--- src/rtl/iomem_bridge_master_if.sv ---
// Byte-stream and iomem bus signals of the iomem bridge master.
// master: the bridge (consumes rx bytes, produces tx bytes, initiates iomem requests)
// slave : the environment (byte source/sink and iomem responder)
interface iomem_bridge_master_if;
   logic        rx_valid;
   logic [7:0]  rx_data;
   logic        rx_ready;
   logic        tx_valid;
   logic [7:0]  tx_data;
   logic        tx_ready;
   logic        iomem_valid;
   logic        iomem_ready;
   logic [3:0]  iomem_wstrb;
   logic [31:0] iomem_addr;
   logic [31:0] iomem_wdata;
   logic [31:0] iomem_rdata;

   modport master (
      input  rx_valid, rx_data,
      output rx_ready,
      output tx_valid, tx_data,
      input  tx_ready,
      output iomem_valid, iomem_wstrb, iomem_addr, iomem_wdata,
      input  iomem_ready, iomem_rdata
   );

   modport slave (
      output rx_valid, rx_data,
      input  rx_ready,
      input  tx_valid, tx_data,
      output tx_ready,
      input  iomem_valid, iomem_wstrb, iomem_addr, iomem_wdata,
      output iomem_ready, iomem_rdata
   );
endinterface

--- src/rtl/iomem_bridge_master.sv ---
// iomem_bridge_master: byte-stream to iomem bus initiator.
// Packet: cmd ('W' 0x57 / 'R' 0x52), 4 address bytes LSB first, then 4 data bytes
// LSB first for writes. One iomem transfer is issued per packet; the reply is
// 'K' for a write, the 4 read-data bytes LSB first for a read, or 'T' on timeout.
// Optional feature macro: IOMEM_BRIDGE_TIMEOUT_EN (bounds how long a request may
// wait for iomem_ready; TIMEOUT_CYCLES sets the bound).
module iomem_bridge_master #(
   parameter int unsigned TIMEOUT_CYCLES = 255
) (
   input  logic                         clk,
   input  logic                         resetn,
   iomem_bridge_master_if.master        bus,
   output logic                         busy
);

   typedef enum logic [2:0] {IDLE, ADDR, DATA, BUS, RESP} state_t;
   typedef enum logic [1:0] {RESP_ACK, RESP_RDATA, RESP_TMO} resp_t;

   localparam logic [7:0] CMD_WRITE = 8'h57;
   localparam logic [7:0] CMD_READ  = 8'h52;
   localparam logic [7:0] BYTE_ACK  = 8'h4B;
   localparam logic [7:0] BYTE_TMO  = 8'h54;

   state_t      state, state_nx;
   logic [1:0]  cnt, cnt_nx;
   logic        is_write;
   resp_t       resp_kind;
   logic [31:0] addr_q;
   logic [31:0] wdata_q;
   logic [31:0] rdata_q;

   logic        rx_fire;
   logic        tx_fire;
   logic        cmd_ok;
   logic        bus_done;
   logic        timeout_hit;
   logic        last_byte;

   assign cmd_ok    = (bus.rx_data == CMD_WRITE) || (bus.rx_data == CMD_READ);
   assign rx_fire   = bus.rx_valid && bus.rx_ready;
   assign tx_fire   = bus.tx_valid && bus.tx_ready;
   assign bus_done  = (state == BUS) && bus.iomem_ready;
   assign last_byte = (resp_kind != RESP_RDATA) || (cnt == 2'd3);

`ifdef IOMEM_BRIDGE_TIMEOUT_EN
   localparam int unsigned TO_W = ($clog2(TIMEOUT_CYCLES + 1) > 8) ? $clog2(TIMEOUT_CYCLES + 1) : 8;
   localparam logic [TO_W-1:0] TO_LAST = TO_W'(TIMEOUT_CYCLES - 1);

   logic [TO_W-1:0] to_cnt;

   // Stall counter: zero outside BUS, counts cycles the request waits for ready
   always_ff @(posedge clk) begin
      if (!resetn || (state != BUS))
         to_cnt <= '0;
      else if (!bus.iomem_ready)
         to_cnt <= to_cnt + 1'b1;
   end

   // The limit is reached on the cycle the count would become TIMEOUT_CYCLES,
   // so the request is high for exactly TIMEOUT_CYCLES cycles; ready wins a tie.
   assign timeout_hit = (state == BUS) && !bus.iomem_ready && (to_cnt == TO_LAST);
`else
   // No timeout path: BUS waits for iomem_ready indefinitely. The parameter is
   // referenced only so both builds expose an identical parameter list.
   assign timeout_hit = 1'b0 && (TIMEOUT_CYCLES == 0);
`endif

   // State and byte-counter register
   always_ff @(posedge clk) begin
      if (!resetn) begin
         state <= IDLE;
         cnt   <= '0;
      end else begin
         state <= state_nx;
         cnt   <= cnt_nx;
      end
   end

   // Next-state and byte-counter logic; counter restarts on every state entry
   always_comb begin
      state_nx = state;
      cnt_nx   = cnt;
      case (state)
         IDLE: begin
            if (rx_fire && cmd_ok) begin
               state_nx = ADDR;
               cnt_nx   = '0;
            end
         end
         ADDR: begin
            if (rx_fire) begin
               cnt_nx = cnt + 2'd1;
               if (cnt == 2'd3) begin
                  state_nx = is_write ? DATA : BUS;
                  cnt_nx   = '0;
               end
            end
         end
         DATA: begin
            if (rx_fire) begin
               cnt_nx = cnt + 2'd1;
               if (cnt == 2'd3) begin
                  state_nx = BUS;
                  cnt_nx   = '0;
               end
            end
         end
         BUS: begin
            if (bus_done || timeout_hit) begin
               state_nx = RESP;
               cnt_nx   = '0;
            end
         end
         RESP: begin
            if (tx_fire) begin
               if (last_byte) begin
                  state_nx = IDLE;
                  cnt_nx   = '0;
               end else begin
                  cnt_nx = cnt + 2'd1;
               end
            end
         end
         default: begin
            state_nx = IDLE;
            cnt_nx   = '0;
         end
      endcase
   end

   // Packet fields, captured read data and reply kind
   always_ff @(posedge clk) begin
      if (!resetn) begin
         is_write  <= 1'b0;
         resp_kind <= RESP_ACK;
         addr_q    <= '0;
         wdata_q   <= '0;
         rdata_q   <= '0;
      end else begin
         if ((state == IDLE) && rx_fire && cmd_ok) begin
            is_write <= (bus.rx_data == CMD_WRITE);
            if (bus.rx_data == CMD_READ)
               wdata_q <= '0;
         end
         if ((state == ADDR) && rx_fire)
            addr_q[{cnt, 3'b000} +: 8] <= bus.rx_data;
         if ((state == DATA) && rx_fire)
            wdata_q[{cnt, 3'b000} +: 8] <= bus.rx_data;
         if (bus_done) begin
            rdata_q   <= bus.iomem_rdata;
            resp_kind <= is_write ? RESP_ACK : RESP_RDATA;
         end else if (timeout_hit) begin
            resp_kind <= RESP_TMO;
         end
      end
   end

   // Outputs decoded from the registered state so reset clears them on the next edge
   always_comb begin
      bus.rx_ready    = (state == IDLE) || (state == ADDR) || (state == DATA);
      bus.iomem_valid = (state == BUS);
      bus.iomem_wstrb = ((state == BUS) && is_write) ? 4'hF : 4'h0;
      bus.iomem_addr  = addr_q;
      bus.iomem_wdata = wdata_q;
      bus.tx_valid    = (state == RESP);
      bus.tx_data     = '0;
      if (state == RESP) begin
         case (resp_kind)
            RESP_ACK:   bus.tx_data = BYTE_ACK;
            RESP_TMO:   bus.tx_data = BYTE_TMO;
            RESP_RDATA: bus.tx_data = rdata_q[{cnt, 3'b000} +: 8];
            default:    bus.tx_data = '0;
         endcase
      end
      busy = (state != IDLE);
   end

endmodule

--- src/flat_wrapper.sv ---
// flat-port wrapper written by rule: the top's interface ports become plain ports
module iomem_bridge_master_flat 
#(
   parameter int unsigned TIMEOUT_CYCLES = 255
)
  (clk, resetn, busy, bus_rx_valid, bus_rx_data, bus_rx_ready, bus_tx_valid, bus_tx_data, bus_tx_ready, bus_iomem_valid, bus_iomem_wstrb, bus_iomem_addr, bus_iomem_wdata, bus_iomem_ready, bus_iomem_rdata);
  iomem_bridge_master_if bus_i ();
  input  logic clk;
  input  logic resetn;
  output logic busy;
  input wire logic [$bits(bus_i.rx_valid)-1:0] bus_rx_valid;
  input wire logic [$bits(bus_i.rx_data)-1:0] bus_rx_data;
  output wire logic [$bits(bus_i.rx_ready)-1:0] bus_rx_ready;
  output wire logic [$bits(bus_i.tx_valid)-1:0] bus_tx_valid;
  output wire logic [$bits(bus_i.tx_data)-1:0] bus_tx_data;
  input wire logic [$bits(bus_i.tx_ready)-1:0] bus_tx_ready;
  output wire logic [$bits(bus_i.iomem_valid)-1:0] bus_iomem_valid;
  output wire logic [$bits(bus_i.iomem_wstrb)-1:0] bus_iomem_wstrb;
  output wire logic [$bits(bus_i.iomem_addr)-1:0] bus_iomem_addr;
  output wire logic [$bits(bus_i.iomem_wdata)-1:0] bus_iomem_wdata;
  input wire logic [$bits(bus_i.iomem_ready)-1:0] bus_iomem_ready;
  input wire logic [$bits(bus_i.iomem_rdata)-1:0] bus_iomem_rdata;
  assign bus_i.rx_valid = bus_rx_valid;
  assign bus_i.rx_data = bus_rx_data;
  assign bus_rx_ready = bus_i.rx_ready;
  assign bus_tx_valid = bus_i.tx_valid;
  assign bus_tx_data = bus_i.tx_data;
  assign bus_i.tx_ready = bus_tx_ready;
  assign bus_iomem_valid = bus_i.iomem_valid;
  assign bus_iomem_wstrb = bus_i.iomem_wstrb;
  assign bus_iomem_addr = bus_i.iomem_addr;
  assign bus_iomem_wdata = bus_i.iomem_wdata;
  assign bus_i.iomem_ready = bus_iomem_ready;
  assign bus_i.iomem_rdata = bus_iomem_rdata;
  iomem_bridge_master #(.TIMEOUT_CYCLES(TIMEOUT_CYCLES)) u_core (.clk(clk), .resetn(resetn), .bus(bus_i), .busy(busy));
endmodule
--- config.mk ---
export PLATFORM = sky130hd
export DESIGN_NAME = iomem_bridge_master_flat
export DESIGN_NICKNAME = d
export VERILOG_FILES = /design/src/rtl/iomem_bridge_master_if.sv /design/src/rtl/iomem_bridge_master.sv /design/src/flat_wrapper.sv
export SDC_FILE = /design/constraint.sdc
export NUM_CORES = 1
export LEC_CHECK = 0
export CELL_PAD_IN_SITES_DETAIL_PLACEMENT = 1
export CELL_PAD_IN_SITES_GLOBAL_PLACEMENT = 1
export CORE_AREA = 5 5 92 180
export CTS_CLUSTER_SIZE = 20
export DETAILED_ROUTE_END_ITERATION = 6
export DIE_AREA = 0 0 97 185
export GPL_TIMING_DRIVEN = 0
export PLACE_DENSITY = 0.85
export SYNTH_ARGS = -nofsm -noshare
export SYNTH_HDL_FRONTEND = slang
export SYNTH_SLANG_ARGS = --single-unit
--- constraint.sdc ---
create_clock -name clk -period 2.1 [get_ports clk]
set_input_delay 0.21 -clock clk [delete_from_list [all_inputs] [get_ports clk]]
set_output_delay 0.21 -clock clk [all_outputs]
set_load 0.01 [all_outputs]
# Word-level counts from Yosys, hierarchy flattened
# Index checks and enable logic that the tools add are counted.
# W data, S select, Z words.
[word_totals]
register_bits = 104
out_inout_bits = 80
[op_classes]
n_addsub = 2
eq_ne = 19
shifts = 3
mux = 27
n_reduce_logical = 19
[op_table]
columns = ["op", "count"]
rows = [
  ["$mux W32", 4],
  ["$bwmux W32", 2],
  ["$shift A8 B7 Y32 const A", 1],
  ["$shiftx A32 B6 Y8", 1],
  ["$shiftx A8 B7 Y32", 1],
  ["$mux W3", 8],
  ["$pmux W8 S3", 1],
  ["$eq A8 B7 Y1 const B", 2],
  ["$ne A2 B1 Y1 const B", 8],
  ["$pmux W3 S5", 1],
  ["$mux W2", 6],
  ["$logic_and A1 B1 Y1", 9],
  ["$mux W8", 1],
  ["$pmux W2 S4", 1],
  ["$reduce_and A8 Y1", 1],
  ["$neg A5 Y7", 1],
  ["$eq A3 B2 Y1 const B", 2],
  ["$eq A2 B2 Y1 const B", 2],
  ["$logic_or A1 B1 Y1", 4],
  ["$mux W4", 1],
  ["$ne A2 B2 Y1 const B", 2],
  ["$reduce_and A4 Y1", 1],
  ["$eq A3 B1 Y1 const B", 1],
  ["$eq A3 B3 Y1 const B", 1],
  ["7 further kinds", 8],
]

# Logic depth before layout (Yosys ltp)
# Gate-level depths: netlist of the first run.
[depth]
word_depth = 10
mapped_depth = 8
ltp_nobuf = 5

# Worst setup path before layout of the first run
# Ideal clock, no wire load.
[synth_path]
path_kind = "register to register"
start = "register u_core.cnt[1]"
end = "register u_core.addr_q[8], in the netlist u_core.bus.iomem_addr[8]"
arrival_ns = 1.876
t_required_ns = 2.024
setup_slack_ns = 0.148
path_stages_with_launch = 8
period_less_slack_ns = 1.952
path_cell_list = "dfxtp_1 > clkbuf_1 > inv_1 > ha_1 > nor3b_2 > buf_2 > nand3_1 > a21boi_0"
[synth_between]
elab_chain_len = 3
word_cells_on_any_way = 4
[synth_lines]
columns = ["element", "line", "rtl"]
rows = [
  ["start, declared", "iomem_bridge_master.sv:25", "logic [1:0] cnt, cnt_nx;"],
  ["start signal, assigned", "iomem_bridge_master.sv:75", "cnt <= cnt_nx;"],
  ["$neg A5 Y7 (*)", "iomem_bridge_master.sv:146", "addr_q[{cnt, 3'b000} +: 8] <= bus.rx_data;"],
  ["$shiftx A8 B7 Y32 or $shift A8 B7 Y32 (tied branches)", "iomem_bridge_master.sv:146", ""],
  ["$bwmux W32 (*)", "iomem_bridge_master.sv:146", ""],
  ["end signal, assigned by index", "iomem_bridge_master.sv:146", ""],
  ["end, declared", "iomem_bridge_master.sv:28", "logic [31:0] addr_q;"],
]
# Mark *: on every way between the ends. The rest lies on a longest branch, timed or not.
# A chain may end at the register's enable or synchronous reset.

# Final worst setup path of the first run
[layout_path]
start = "register u_core.state[1]"
end = "output port bus_tx_valid"
[layout_between]
elab_chain_len = 1
[layout_lines]
columns = ["element", "line", "rtl"]
rows = [
  ["start, declared", "iomem_bridge_master.sv:24", "state_t state, state_nx;"],
  ["start signal, assigned", "iomem_bridge_master.sv:74", "state <= state_nx;"],
  ["$eq A3 B3 Y1", "iomem_bridge_master.sv:165", "bus.tx_valid = (state == RESP);"],
  ["end, declared", "flat_wrapper.sv:14", "output wire logic [$bits(bus_i.tx_valid)-1:0] bus_tx_valid;"],
]
# Every way passes these cells.

==> summary.txt, run 1 <==
Final layout
  – Fraction of layout instances using a drive strength above 1: around an eighth
  – Fin area: between 6000 and 7000 sq um
  – Fin nets: about 710
  – P&R area growth vs syn: 39.82%
  – Antenna Cells: 0
  – Fill cell count: ~1,800
  – Non-Filler Instances: 863

Power and ir drop
  – Flop pwr share: 49.3%
  – Peak VDD IR: slightly below 0.4 mV
  – Power density over cell area: 611.0 nW/um^2
  – Switch share: between 20% and 30%
  – LEAKAGE: approximately 2.3 nW
  – Internal Power: between 3 and 4 mW
  – Total power: about 4 mW
  – Gate power share: 8.0%
  – Clock power share: a little over two fifths
  – Switching power: just over 0.9 mW

Flow run
  – Max Cap Viol: 0

Logic synthesis
  – Cells after Synth: 524
  – Syn Area/Cell: around 8.9 sq um
  – Synth Area in Compound Gates: 17.02%
  – Main combinational cell family by area after synthesis: simple AND/OR/NAND/NOR gates
  – Post-synth EDFFs: 0
  – Yosys top cell area share: approximately 44%
  – Synth cell types: 45
  – Synth area leader: dfxtp_1
  – Post-Synth XOR/XNOR Area: less than 1%
  – Synth area leaders: dfxtp_1, a21boi_0, nand2_1
  – Most frequent cell after synthesis: dfxtp_1
  – Dominant synthesized flop cell: dfxtp_1
  – Sequential share of the synthesized area: between 40% and 50%
  – Top post-synthesis cells by count: dfxtp_1, nand2_1, nand3_1
  – Synth Net Count: 573
  – Simple-gate share of the synthesized area: 25.23%
  – Async S/R FF share, synth: 0%
  – Synthesized area: between 4000 and 5000 sq um
  – Adder-Cell Fraction of Synth Area: under 10%
  – YS warnings: 0
  – Yosys reg bits: between 100 and 150
  – Multiplexer share of the synthesized area: between 6 and 7%

Floorplan
  – Initial core utilization: a little under a third
  – Die Span X: 97 microns
  – Rows: 64
  – Die Ht: 185 microns
  – Die Area: ~18,000 sq um
  – Core area: approximately 15,000 sq um
  – # IOs: approximately 130

Routing
  – Post-DR vias/cell: roughly 5
  – Starting DRT DRC Count: roughly 210
  – ANT nets after route: 0
  – Vias: roughly 4,400
  – DRC Markers: 0
  – Final WL: ~16 mm
  – Wire per inst: 18.56 microns
  – DRT Pass-1 Iters: 4

Setup path
  – RR Startpoint: u_core.cnt[1]
  – Crit path capture type: output port
  – Crit path max fanout: 10
  – Type of the worst setup path: flop to output port
  – WP data arrival: roughly 1800 ps
  – Worst setup path startpoint: u_core.state[1]
  – CP Launch Type: flop
  – Worst EP required: 1890 ps

Clock tree
  – Max Buffers Root-to-Sink: 2
  – Worst-skew pair later-pin latency: roughly 350 ps
  – H-tree depth: 3
  – Num CTS Buffers: 9
  – Clock transition at the registers of the reported paths: about 70 ps
  – CTS tree: yes
  – Clock root buffer: clkbuf_16
  – Sinks on the clock net: roughly 100

STA
  – Worst-Margin Slew: approximately 720 ps
  – Slew HR: between 50% and 60%
  – Fmax: approximately 490 MHz
  – Worst setup margin: approximately 48 ps
  – Hold Vio Cnt, Final: 0
  – Period utilization: about 98%
  – Count of final setup violators: 0
  – Fin. max-slew vios: 0
  – Fin Clk Skew: 9.831 ps
  – Fin crit period: 2052 ps

Min path
  – Hold path startpoint: bus_rx_data[6]
  – Hold Crit Class: input port to flop

Place
  – Pre-CTS setup slack: -492.1 ps
  – Post-detail-place hpwl: 11.59 mm
  – Port bufs: around 120
  – Placed Instances: between 800 and 900
  – Area of placed instances: 6101 sq um
  – Routability congestion estimate: roughly 0.85

Global route
  – GRT Total Usage: about 18%
  – GRT Residual Overflow: 0
  – Largest net degree at the start of global routing: 17
  – First-pass GRT wire length: 25.70 mm
  – Vias in the first global route: 4,757
  – Initial antenna violation count: 0

Status
  – Status: complete, no violations
-- logic make-up after synthesis --
logic type | Yosys count
DFF | 103
AOI/OAI and AO/OA | 107
muxes | 20
buffers and inverters | 58
adders and majority gates | 4
and+or+nand+nor | 230
xor gates and xnor gates | 2
-- per-stage QoR --
step                      TNS [ps]  utilization, %  hold slack [ps]
final                            0           43.25            241.5
after floorplan                  0               -            344.8
after global placement      -14930           40.31            442.9
after detailed placement    -17650           40.31            456.3
after global routing        -51.09           43.25            244.7
after CTS                        0           42.82            237.7
-- critical path, stage by stage (launching register included) --
cell and delay [ps]:
dfxtp_1 300, buf_4 160, buf_6 140, nor2_1 160
nand2_2 120, inv_1 80, clkdlybuf4s50_1 540
-- metal layers --
| layer | global-route usage, % | vias to the layer above | share of wire [%] |
|---|---|---|---|
| met3 | 4.900 | 28 | 5.8 |
| li1 | - | 2100 | - |
| met4 | 5.681 | 0 | 2.3 |
| met2 | 31.48 | 128 | 50 |
| met1 | 20.82 | 2162 | 42 |
| met5 | 0 | - | 0 |
-- path summary, 6_finish.rpt --
path | cells past startpoint | end | slack (ps)
worst max-delay path | 6 | bus_tx_valid | 50
worst min-delay path | 3 | u_core.bus.iomem_wdata[30] | 240
worst max register to register | 8 | u_core.bus.iomem_wdata[17] | 160
worst min register to register | 2 | u_core.rdata_q[6] | 460
-- layout make-up --
type                    count  area (sq um)  share of cell area [%]
multi-input cells         363          2386                   36.45
flip-flops and latches    103          2068                   31.59
repair buffers            126          1249                   19.07
plain buffers              49         265.3                   4.052
well taps                 198         247.7                   3.784
clock buffers              12         246.5                   3.765
clock inverters             4         53.80                  0.8219
inverters                   8         30.03                  0.4587
-- power groups by stage --
stage | registers, mW | logic, mW | clock network (mW)
2_1_floorplan | 2.02 | 0.150 | 0
3_3_place_gp | 2.02 | 0.303 | 0
3_5_place_dp | 2.02 | 0.307 | 0
4_1_cts | 1.97 | 0.317 | 1.74
5_1_grt | 1.97 | 0.342 | 1.82
6_report | 1.97 | 0.321 | 1.71
-- state kept, by name, summed over array words and instances, names as in the netlist --
register / flops
u_core.resp_kind: 1
u_core.bus.iomem_addr: 32
u_core.bus.iomem_wdata: 32
u_core.state: 3
u_core.is_write: 1
u_core.cnt: 2
u_core.rdata_q: 32
-- layout by cell type (no fill, tap or decap), types with 3 or more instances in the layout --
| cell | n |
|---|---|
| and2_1 | 5 |
| clkdlybuf4s15_1 | 3 |
| and4bb_2 | 3 |
| ha_1 | 3 |
| a21oi_1 | 6 |
| clkdlybuf4s50_1 | 108 |
| dfxtp_1 | 100 |
| buf_4 | 14 |
| dlygate4sd2_1 | 4 |
| a21boi_0 | 61 |
| nor2b_1 | 22 |
| inv_1 | 8 |
| clkbuf_16 | 10 |
| a21boi_1 | 12 |
| nor2_1 | 3 |
| a32oi_1 | 9 |
| mux4_2 | 8 |
| a22oi_1 | 8 |
| clkbuf_1 | 20 |
| o21ai_0 | 3 |
| nand2_1 | 100 |
| nand3_1 | 75 |
| mux2i_1 | 12 |
| buf_2 | 22 |
-- repair_timing --
item,CTS,global route
hold buffers,0,0
buffers inserted,5,3
gates resized for setup,23,13
endpoints found under the setup margin,75,44
gates cloned,0,1
pin swaps,1,1
No activity file was read; power rests on OpenSTA's default activity.
==> inputs of run 2 (changes only) <==
Settings changed: CORE_AREA 5 5 92 180 to 2 2 89 177, DIE_AREA 0 0 97 185 to 0 0 91 179, GPL_ROUTABILITY_DRIVEN from default to 0.
==> run 2 against run 1 <==
Net effect:
- non-clock buffer count unchanged
- sequential power barely moved
- routed wire length grew 0.86%
- die area decreased by 9.2%
- critical path depth shrank 1
- core utilization up 0.28 points
- total power increased by 1.2%
- combinational power barely moved
- first-iteration DRC count is 3.3% higher
- fmax is 0.50% higher
- largest power group unchanged
==> summary.txt, run 2 (synthesis results as in run 1) <==
Clock tree
  – Num CTS Buffers: 9 (unchanged)
  – Clock root buffer: clkbuf_16 (unchanged)
  – Worst-skew pair later-pin latency: 360 ps (was 350 ps)
  – H-tree depth: 3 (unchanged)
  – Sinks on the clock net: 103 (unchanged)
  – CTS tree: yes (unchanged)
  – Clock transition at the registers of the reported paths: 80 ps (was 70 ps)
  – Max Buffers Root-to-Sink: 2 (unchanged)
  – CTS Hold Buffers Added: 0 (unchanged)

STA
  – Worst setup margin: 57.77 ps (was 47.64 ps)
  – Fin crit period: 2042 ps (was 2052 ps)
  – Hold Vio Cnt, Final: 0 (unchanged)
  – Slew HR: 48.07% (was 52.11%)
  – Period utilization: 97.25% (was 97.73%)
  – Count of final setup violators: 0 (unchanged)
  – Setup TNS: 0 ps (unchanged)
  – Worst-Margin Slew: 779.0 ps (was 718.4 ps)
  – Fin. max-slew vios: 0 (unchanged)
  – Fin Clk Skew: 9.382 ps (was 9.831 ps)
  – Fmax: 489.7 MHz (was 487.2 MHz)

Setup path
  – WP data arrival: 1830 ps (was 1840 ps)
  – Crit path max fanout: 5 (was 10)
  – Type of the worst setup path: flop to output port (unchanged)
  – CP Launch Type: flop (unchanged)
  – Worst EP required: 1890 ps (about the same)
  – Crit path capture type: output port (unchanged)

Routing
  – Final WL: 16.15 mm (was 16.02 mm)
  – Wire per inst: 18.72 microns (was 18.56 microns)
  – Met2 wire length: 8.430 mm (was 8.025 mm)
  – DRT Pass-1 Iters: 4 (unchanged)
  – Post-DR vias/cell: 5.115 (was 5.119)
  – DRC Markers: 0 (unchanged)
  – Vias: 4,414 (was 4,418)
  – Starting DRT DRC Count: 216 (was 209)
  – M1 WL: 6.479 mm (was 6.688 mm)
  – Top sig layer: met4 (unchanged)
  – ANT nets after route: 0 (unchanged)
  – Met3 WL post-DR: 1.025 mm (was 927 microns)

Place
  – Post-detail-place hpwl: 11.52 mm (was 11.59 mm)
  – Placed Instances: 839 (unchanged)
  – Port bufs: 117 (unchanged)
  – Area of placed instances: 6101 sq um (unchanged)
  – Pre-CTS setup slack: -555.3 ps (was -492.1 ps)

Floorplan
  – Rows: 64 (unchanged)
  – Initial core utilization: 31.10% (was 30.94%)
  – # IOs: 125 (unchanged)
  – Die Area: 16,290 sq um (was 17,950 sq um)
  – Die Span X: 91 microns (was 97 microns)
  – Die Ht: 179 microns (was 185 microns)
  – Core area: 15,050 sq um (was 15,130 sq um)

Final layout
  – Fin area: 6554 sq um (was 6546 sq um)
  – Antenna Cells: 0 (unchanged)
  – Fin nets: 709 (unchanged)
  – Final core occ: 43.53% (was 43.25%)
  – P&R area growth vs syn: 39.98% (was 39.82%)
  – Non-Filler Instances: 863 (unchanged)
  – Commonest non-fill, non-tap cells in the layout: clkdlybuf4s50_1, nand2_1, dfxtp_1 (unchanged)
  – Commonest non-fill, non-tap cell in the layout: clkdlybuf4s50_1 (unchanged)
  – Fraction of layout instances using a drive strength above 1: 12.78% (was 12.63%)

Power and ir drop
  – Internal Power: 3.071 mW (was 3.086 mW)
  – Switch share: 24.10% (was 22.84%)
  – Gate power share: 8.0% (about the same)
  – Power density over cell area: 617.4 nW/um^2 (was 611.0 nW/um^2)
  – Flop pwr share: 48.7% (was 49.3%)
  – Switching power: 0.9753 mW (was 0.9136 mW)
  – Clock power share: 43.4% (was 42.7%)
  – Peak VDD IR: 0.3759 mV (was 0.3847 mV)
  – LEAKAGE: 2.269 nW (was 2.282 nW)

Global route
  – Largest net degree at the start of global routing: 20 (was 17)
  – Vias in the first global route: 4,686 (was 4,757)
  – Initial antenna violation count: 0 (unchanged)
  – GRT Residual Overflow: 0 (unchanged)
  – GRT Total Usage: 19.86% (was 17.81%)
  – First-pass GRT wire length: 25.45 mm (was 25.70 mm)

Flow run
  – Max Cap Viol: 0 (unchanged)

Min path
  – Hold Crit Class: input port to flop (unchanged)

Status
  – Status: complete, no violations (unchanged)
## run 2: final timing paths
check,from,endpoint,slack (ps),cells past startpoint
max,u_core.cnt[0],bus_tx_data[1],60,5
min,bus_rx_data[5],u_core.bus.iomem_wdata[21],230,3
max reg2reg,u_core.cnt[0],u_core.bus.iomem_addr[24],130,7
min reg2reg,u_core.rdata_q[7],u_core.rdata_q[7],460,2
## run 2: worst max-delay path, cell delays in order, from the launching register on
cell and delay (ps):
dfxtp_4 400, buf_12 140, mux4_2 490, inv_1 60
a21oi_1 80, dlygate4sd2_1 300
## run 2: power groups by stage
stage / clock [mW] / combinational (mW) / sequential (mW)
detailed placement: 0 / 0.309 / 2.02
global placement: 0 / 0.302 / 2.02
global route: 1.88 / 0.343 / 1.97
finish: 1.75 / 0.322 / 1.97
CTS: 1.79 / 0.318 / 1.97
floorplan: 0 / 0.150 / 2.02
## run 2: stage by stage
step	hold slack [ps]	total power [mW]
2_1_floorplan	344.8	2.167
3_3_place_gp	443.9	2.317
3_5_place_dp	452.4	2.325
4_1_cts	221.9	4.076
5_1_grt	241.9	4.190
6_report	226.7	4.047
## run 2: layer usage
layer  vias to the layer above  track usage (%)
met5                         -                0
met3                        17            4.119
li1                       2101                -
met4                         0            6.061
met1                      2155            24.12
met2                       141            35.09
## run 2: final cells by class
type	count	area (sq um)
Inverter	8	30.03
Clock inverter	7	87.58
Clock buffer	9	225.2
Multi-Input combinational cell	363	2387
Timing Repair Buffer	126	1241
Buffer	49	267.8
Tap cell	198	247.7
Sequential cell	103	2067
Fill cell	1805	8501
## run 2: what timing repair did
action,4_1_cts,5_1_grt
setup endpoints to repair,75,42
buffers inserted,2,6
gates cloned,0,1
pin swaps,0,2
resized for setup,21,14
==> inputs of run 3 (changes only) <==
Settings changed: SLEW_MARGIN from default to 20.
==> results of run 3 <==
No change in the layout: final DEF, timing and power equal those of run 2.
